===== src/rtl/div_pkg.sv =====
// Shared definitions for the iterative divider: FSM encoding and divide-by-zero quotient.
package div_pkg;

  typedef enum logic [1:0] {
    S_IDLE = 2'd0,
    S_CALC = 2'd1,
    S_FIX  = 2'd2
  } state_t;

  localparam int unsigned MAX_WIDTH = 64;

  // All-ones quotient reported on divide by zero; truncated to WIDTH where used
  localparam logic [MAX_WIDTH-1:0] DIV_ZERO_Q = '1;

endpackage


===== src/rtl/div_step.sv =====
// One restoring-division iteration: shift in the next dividend bit, compare, conditionally subtract.
module div_step #(
  parameter int unsigned WIDTH = 32
) (
  input  logic [WIDTH-1:0] rem,
  input  logic [WIDTH-1:0] dvd,
  input  logic [WIDTH-1:0] dsr,
  output logic [WIDTH-1:0] rem_c,
  output logic [WIDTH-1:0] dvd_c
);

  logic [WIDTH:0]   partial;
  logic [WIDTH-1:0] diff;
  logic             ge;

  always_comb begin
    partial = {rem, dvd[WIDTH-1]};
    ge      = partial >= {1'b0, dsr};
    // partial < 2*dsr always holds, so the difference fits in WIDTH bits
    diff    = WIDTH'(partial - {1'b0, dsr});
    rem_c   = ge ? diff : partial[WIDTH-1:0];
    dvd_c   = {dvd[WIDTH-2:0], ge};
  end

endmodule


===== src/rtl/div_unit.sv =====
// Iterative signed/unsigned integer divider, one quotient bit per clock, results held after done.
module div_unit
  import div_pkg::*;
#(
  parameter int unsigned WIDTH = 32
) (
  input  logic             clk,
  input  logic             rst_n,
  input  logic             start,
  input  logic             sign,
  input  logic             cancel,
  input  logic [WIDTH-1:0] dividend,
  input  logic [WIDTH-1:0] divisor,
  output logic             busy,
  output logic             done,
  output logic             div_zero,
  output logic [WIDTH-1:0] quotient,
  output logic [WIDTH-1:0] remainder
);

  localparam int unsigned CW = $clog2(WIDTH);

  state_t           state, state_next;
  logic             load, step, finish;
  logic [CW-1:0]    cnt;
  logic [WIDTH-1:0] rem_q, dvd_q, dsr_q;
  logic             neg_q, neg_r, dz_q;
  logic [WIDTH-1:0] rem_c, dvd_c;
  logic             dvd_neg, dsr_neg, dsr_zero;
  logic [WIDTH-1:0] abs_dvd, abs_dsr;

  div_step #(.WIDTH(WIDTH)) u_step (
    .rem   (rem_q),
    .dvd   (dvd_q),
    .dsr   (dsr_q),
    .rem_c (rem_c),
    .dvd_c (dvd_c)
  );

  // Operand magnitudes; |MIN| wraps to MIN, which is the correct unsigned magnitude
  always_comb begin
    dvd_neg  = sign & dividend[WIDTH-1];
    dsr_neg  = sign & divisor[WIDTH-1];
    dsr_zero = (divisor == '0);
    abs_dvd  = dvd_neg ? -dividend : dividend;
    abs_dsr  = dsr_neg ? -divisor : divisor;
  end

  always_comb begin
    state_next = state;
    load       = 1'b0;
    step       = 1'b0;
    finish     = 1'b0;
    case (state)
      S_IDLE: begin
        if (start && !cancel) begin
          load       = 1'b1;
          state_next = dsr_zero ? S_FIX : S_CALC;
        end
      end
      S_CALC: begin
        if (cancel) begin
          state_next = S_IDLE;
        end else begin
          step = 1'b1;
          if (cnt == '0) state_next = S_FIX;
        end
      end
      S_FIX: begin
        state_next = S_IDLE;
        finish     = !cancel;
      end
      default: state_next = S_IDLE;
    endcase
  end

  always_ff @(posedge clk or negedge rst_n) begin
    if (!rst_n) state <= S_IDLE;
    else        state <= state_next;
  end

  // Working registers; divide by zero keeps the raw dividend for the remainder
  always_ff @(posedge clk or negedge rst_n) begin
    if (!rst_n) begin
      cnt   <= '0;
      rem_q <= '0;
      dvd_q <= '0;
      dsr_q <= '0;
      neg_q <= 1'b0;
      neg_r <= 1'b0;
      dz_q  <= 1'b0;
    end else if (load) begin
      cnt   <= CW'(WIDTH - 1);
      rem_q <= '0;
      dvd_q <= dsr_zero ? dividend : abs_dvd;
      dsr_q <= abs_dsr;
      neg_q <= dvd_neg ^ dsr_neg;
      neg_r <= dvd_neg;
      dz_q  <= dsr_zero;
    end else if (step) begin
      cnt   <= cnt - CW'(1);
      rem_q <= rem_c;
      dvd_q <= dvd_c;
    end
  end

  always_ff @(posedge clk or negedge rst_n) begin
    if (!rst_n) begin
      busy      <= 1'b0;
      done      <= 1'b0;
      div_zero  <= 1'b0;
      quotient  <= '0;
      remainder <= '0;
    end else begin
      busy <= (state_next != S_IDLE);
      done <= finish;
      if (finish) begin
        div_zero <= dz_q;
        if (dz_q) begin
          quotient  <= WIDTH'(DIV_ZERO_Q);
          remainder <= dvd_q;
        end else begin
          quotient  <= neg_q ? -dvd_q : dvd_q;
          remainder <= neg_r ? -rem_q : rem_q;
        end
      end
    end
  end

endmodule


===== config.mk =====
export PLATFORM = sky130hd
export DESIGN_NAME = div_unit
export DESIGN_NICKNAME = d
export VERILOG_FILES = /design/src/rtl/div_pkg.sv /design/src/rtl/div_step.sv /design/src/rtl/div_unit.sv
export SDC_FILE = /design/constraint.sdc
export NUM_CORES = 1
export LEC_CHECK = 0
export CORE_AREA = 3 3 165 167
export CTS_BUF_LIST = sky130_fd_sc_hd__clkbuf_8
export DETAILED_ROUTE_END_ITERATION = 6
export DIE_AREA = 0 0 168 170
export GPL_TIMING_DRIVEN = 1
export HOLD_SLACK_MARGIN = 0.12
export PLACE_DENSITY = 0.66
export SKIP_CTS_REPAIR_TIMING = 1
export SLEW_MARGIN = 20
export SYNTH_ARGS = -nofsm -noshare
export SYNTH_HDL_FRONTEND = slang
export SYNTH_SLANG_ARGS = --single-unit

===== constraint.sdc =====
create_clock -name clk -period 3.6 [get_ports clk]
set_input_delay 0.54 -clock clk [delete_from_list [all_inputs] [get_ports clk]]
set_output_delay 0.54 -clock clk [all_outputs]
set_load 0.005 [all_outputs]

==> results of run 1 <==
kinds of logic (layout without fill, tap and decap cells):
logic type,Yosys count,count (layout)
AND/OR/NAND/NOR,508,508
AO/OA/AOI/OAI,387,387
adder cells (fa/ha/maj),38,38
buffers and inverters,141,273
multiplexers,28,28
XOR/XNOR,149,149
flip-flops,173,173
flip-flops by register name, summed over array words and instances (netlist names):
name / flops
neg_r: 1
neg_q: 1
dz_q: 1
remainder: 32
rem_q: 32
cnt: 5
div_zero: 1
done: 1
dsr_q: 32
state: 2
quotient: 32
busy: 1
dvd_q: 32
cell usage after synthesis (12+ instances only):
| library cell | number | area, um^2 |
|---|---|---|
| a21oi_1 | 107 | 536 |
| a31oi_1 | 41 | 257 |
| clkbuf_1 | 70 | 263 |
| dfrtp_1 | 173 | 4330 |
| ha_1 | 37 | 463 |
| inv_1 | 53 | 199 |
| mux2i_1 | 28 | 280 |
| nand2_1 | 235 | 882 |
| nand3_1 | 19 | 95.1 |
| nor2_1 | 137 | 514 |
| nor3_1 | 24 | 120 |
| nor4_1 | 14 | 87.6 |
| o21ai_0 | 137 | 686 |
| o31ai_1 | 31 | 233 |
| o41ai_1 | 12 | 105 |
| xnor2_1 | 67 | 587 |
| xor2_1 | 82 | 718 |
power groups by stage:
| stage | logic, mW | clock network, mW | registers, mW |
|---|---|---|---|
| 3_3_place_gp | 4.42 | 0 | 2.85 |
| 6_report | 4.50 | 1.48 | 2.83 |
| 3_5_place_dp | 4.47 | 0 | 2.86 |
| 4_1_cts | 4.48 | 1.51 | 2.82 |
| 2_1_floorplan | 3.32 | 0 | 2.61 |
| 5_1_grt | 5.05 | 1.59 | 2.89 |
worst paths after layout:
path | end | cells after the start
hold / removal | quotient[31] | 1
min in group clk | dsr_q[18] | 2
setup / recovery | rem_q[9] | 11
max in group asynchronous | dsr_q[25] | 2
setup reg to reg | rem_q[9] | 11
hold reg to reg | dsr_q[18] | 2
layout make-up:
cell class | count | area, um^2 | share of cell area
clock buffers | 17 | 234 | 0.0168
flip-flops and latches | 173 | 4330 | 0.312
well taps | 335 | 419 | 0.0302
multi-input cells | 1110 | 6720 | 0.484
inverters | 53 | 199 | 0.0143
repair buffers | 189 | 1810 | 0.130
clock inverters | 14 | 180 | 0.0130
metrics by stage:
step           hold WS [ps]  setup WS [ps]  power (mW)  cells  utilization
2_1_floorplan           244            594        5.93   1424            -
3_3_place_gp            463            142        7.27   1860        0.520
3_5_place_dp            470           72.9        7.33   1860        0.520
4_1_cts                 170            250        8.82   1891        0.536
5_1_grt                 194           24.6        9.53   1891        0.536
6_report                152            216        8.82   1891        0.536
per-layer routing:
metal	GRT usage	share of wire	vias up
met5	0	0	-
met4	0.0793	0.030	0
met3	0.0272	0.049	57
met2	0.367	0.45	303
met1	0.318	0.47	4840
li1	-	-	5193
==> results.toml, run 1 <==
[clock_tree]
numCtsBuffers = 17
cts_buffer_depth = 2
clk_pin_slew_ps = 100
cts_tree = "built"
clock_latency_ps = 480
cts_root_buffer = "clkbuf_8"
cts_max_level = 4
clock_sinks = 173

[synthesis]
yosysWarnings = 0
synth.avg_cell_area_um2 = 8.16
synth_edf_count = 0
synth-seq-cells = 173
synthArstFlopShare = 1.00
synth_top_family_by_area = "compound AO/OA/AOI/OAI gates"
synthSimpleGateAreaFrac = 0.198
synth_xor_area_frac = 0.112
ys.flop_type = "dfrtp_1"
syn_area_um2 = 11600
synthMuxAreaShare = 0.0241
ys_seq_area_frac = 0.373
synth_nets = 1531
synth_fa_ha_area_frac = 0.0416
syn_inst = 1424
synth_compound_area_frac = 0.200
synth.distinct_cells = 71

[timing]
slew_headroom = 0.407
period_share = 0.940
slew_viol_final = 0
skew_ps = 20.7
fin_crit_ps = 3380
hold_viol_final = 0
finalSetupTns_ps = 0
tightest_slew_ps = 890
rsz0062_at_grt = "no"
max_freq_mhz = 296
report.final.setup_viol = 0

[cells_and_area]
layout_common_cells = "234 x nand2_1, 172 x dfrtp_1, 137 x o21ai_0"
final.fill_count = 2488
layout_commonest_cell = "nand2_1"
final_layout_size_suffix_gt1_frac = 0.0739
syn2layout_area_growth_pct = 19.5
nNetsFinal = 1651
fin_area_um2 = 13900
antenna_cells = 0

[detailed_routing]
via_per_inst = 5.50
drt_iter0_markers = 852
firstDrtPassIters = 5
via_count = 10400
drtAntennaViolNets = 0
drt_drc_violations_left = 0
routed_wl_mm = 32.4
wl_per_cell_um = 17.1

[worst_setup_path]
r2r-start = "rem_q[16]"
cp_num_buf_inv = 1
path_max_fanout = 25
ff2ff_setup_slack_ps = 220
critPathCaptureType = "register"
start_kind = "register"
cp_slowest_cell = "nor4_1"
worstPathRequired_ps = 4010
path_class = "register to register"
critPathLaunch = "rem_q[16]"
slowest_delay_ps = 510
cp_top_family = "simple AND/OR/NAND/NOR gates"
worstPathCellList = "ha_1 -> nand4_1 -> nor4_1 -> nor3_1 -> a22oi_1 -> o31ai_2 -> o21ai_1 -> a21oi_4 -> buf_12 -> or3_1 -> nand3_1"
cp.arrival_ps = 3790

[global_route]
grt_pass1_vias = 10100
grt_overflow = 0
grtUsageTotal = 0.227
grt_max_degree = 132
antenna_found_initial = 0
grt_pass1_wl_mm = 53.0

[die]
die_h_um = 170
die-area_um2 = 28600
start_util = 0.448
die_w_um = 168
io_pins = 136
fp-row-count = 59
core-area_um2 = 25900

[place]
gp_congestion = 0.903
place_hpwl_mm = 24.4
port_buffers = 135
place_area_um2 = 13500

[pwr]
clkPwrFrac = 0.168
p_comb_frac = 0.510
net-switching-power_mw = 3.86
p_sw_frac = 0.437
pwr-share-seq = 0.321
peakVddDrop_mv = 0.321
leakagePower_nw = 6.14
p_int_mw = 4.96
p_per_area_nw_per_um2 = 635

[job]
drv_cap = 0

[run_status]
status = "finished clean"

[worst_hold_path]
hold_class = "input pin to async pin"
Note: power is estimated with default switching activity, not from simulation.
==> run 2: changes to the inputs <==
Settings changed: CTS_CLUSTER_SIZE set to 8.
==> results of run 2 <==
The final DEF is identical to that of run 1; final timing and power are the same.
==> run 3: changes to the inputs <==
Settings changed: GPL_ROUTABILITY_DRIVEN set to 0, REMOVE_ABC_BUFFERS set to 1.
==> run 3 against run 2 <==
Largest cell class unchanged; sequential cell count is the same; clock skew shrank 5.6 ps; sequential power is essentially flat; core utilization shrank 0.36 points; first-iteration DRC count grew 6.6%; non-clock buffer count shrank 11.
==> results.toml, run 3 (same netlist as run 1, synthesis figures left out) <==
[pwr]
peakVddDrop_mv = 0.324
total_power_mw = 8.68
net-switching-power_mw = 3.78
p_int_mw = 4.90
p_comb_frac = 0.507
p_sw_frac = 0.435
pwr-share-seq = 0.324
leakagePower_nw = 6.08
p_per_area_nw_per_um2 = 630
clkPwrFrac = 0.169

[die]
core-area_um2 = 25900
die_h_um = 170
die_w_um = 168
start_util = 0.448
fp-row-count = 59
io_pins = 136
die-area_um2 = 28600

[timing]
period_share = 0.914
max_freq_mhz = 304
slew_viol_final = 0
hold_viol_final = 0
fin_crit_ps = 3290
report.final.setup_viol = 0
tightest_slew_ps = 1020
skew_ps = 15.1
slew_headroom = 0.319
rsz0062_at_grt = "no"

[worst_hold_path]
min_from = "dsr_q[3]"
hold_class = "register to register"

[global_route]
grt_max_degree = 132
grt_pass1_wl_mm = 49.3
grt_overflow = 0
antenna_found_initial = 0
grtUsageTotal = 0.209
grt_pass1_vias = 9656

[cells_and_area]
fin_area_um2 = 13800
layout_common_cells = "234 x nand2_1, 172 x dfrtp_1, 137 x o21ai_0"
final_cells = 1880
syn2layout_area_growth_pct = 18.7
finish.utilization = 0.532
antenna_cells = 0
layout_commonest_cell = "nand2_1"
final_layout_size_suffix_gt1_frac = 0.0667
final.fill_count = 2467
nNetsFinal = 1640
regArea_um2 = 4330
multiInputGateArea_um2 = 6720

[detailed_routing]
via_per_inst = 5.52
via_count = 10400
drt_drc_violations_left = 0
wl_per_cell_um = 16.0
drtAntennaViolNets = 0
routed_wl_mm = 30.0
drt_iter0_markers = 908
firstDrtPassIters = 5

[worst_setup_path]
r2r_end = "rem_q[9]"
worstPathRequired_ps = 3990
r2r-start = "rem_q[16]"
path_max_fanout = 37
critPathCaptureType = "register"
crit_end = "rem_q[9]"
path_class = "register to register"
critPathLaunch = "rem_q[16]"
cp.arrival_ps = 3680
start_kind = "register"
ff2ff_setup_slack_ps = 310
reg2regPathDepth = 11

[clock_tree]
clk_pin_slew_ps = 100
cts_max_level = 4
clock_latency_ps = 460
cts_buffer_depth = 2
cts_root_buffer = "clkbuf_8"
numCtsBuffers = 17
cts_tree = "built"
clock_sinks = 173

[run_status]
status = "finished clean"

[place]
place_inst = 1848
place_hpwl_mm = 22.5
place_area_um2 = 13400
port_buffers = 135

[job]
drv_cap = 0
## run 3: changes by cell type in the layout (fill, tap and decap cells not counted), sizes merged
| cell | delta |
|---|---|
| dlygate4sd3 | +1 |
| buf | -12 |
## run 3: critical path, cell delays in order, from the launching register on
cell	delay (ps)
dfrtp_1	480
ha_1	480
nand4_1	230
nor4_1	420
nor3_1	110
a22oi_1	210
o31ai_2	130
o21ai_1	360
a21oi_4	110
buf_12	200
or3_1	400
nand3_1	80
## run 3: through the flow
step / setup slack (ps) / hold slack, ps / setup TNS (ps)
final: 311 / 485 / 0
after detailed placement: 119 / 469 / 0
after global routing: 101 / 516 / 0
after floorplan: -1200 / 244 / -38450
after CTS: 306 / 35.3 / 0
after global placement: 153 / 461 / 0
## run 3: power by group through the flow
stage / sequential, mW / clock [mW] / combinational, mW
after CTS: 2.81 / 1.50 / 4.37
after floorplan: 2.74 / 0 / 3.49
after global placement: 2.83 / 0 / 4.29
final: 2.82 / 1.47 / 4.40
after global routing: 2.89 / 1.59 / 4.91
after detailed placement: 2.85 / 0 / 4.35
## run 3: final cells by class
type	count	share of cell area
clock buffers	17	0.0170
multi-input cells	1110	0.487
clock inverters	14	0.0131
flip-flops and latches	173	0.314
inverters	53	0.0144
well taps	335	0.0304
repair buffers	178	0.124
## run 3: worst min path at each step
| stage | end | slack, ps | depth (start not counted) |
|---|---|---|---|
| floorplan | busy | 240 | 0 |
| detailed placement | div_zero | 470 | 2 |
| global placement | dsr_q[6] | 460 | 2 |
| CTS | dsr_q[5] | 40 | 1 |
| finish | dsr_q[3] | 480 | 2 |
| global route | remainder[7] | 520 | 2 |
## run 3: routing by layer
layer	vias to the layer above	track usage	part of all wire
li1	5180	-	-
met1	4836	0.296	0.47
met2	322	0.335	0.46
met3	38	0.0286	0.052
met4	0	0.0612	0.021
met5	-	0	0
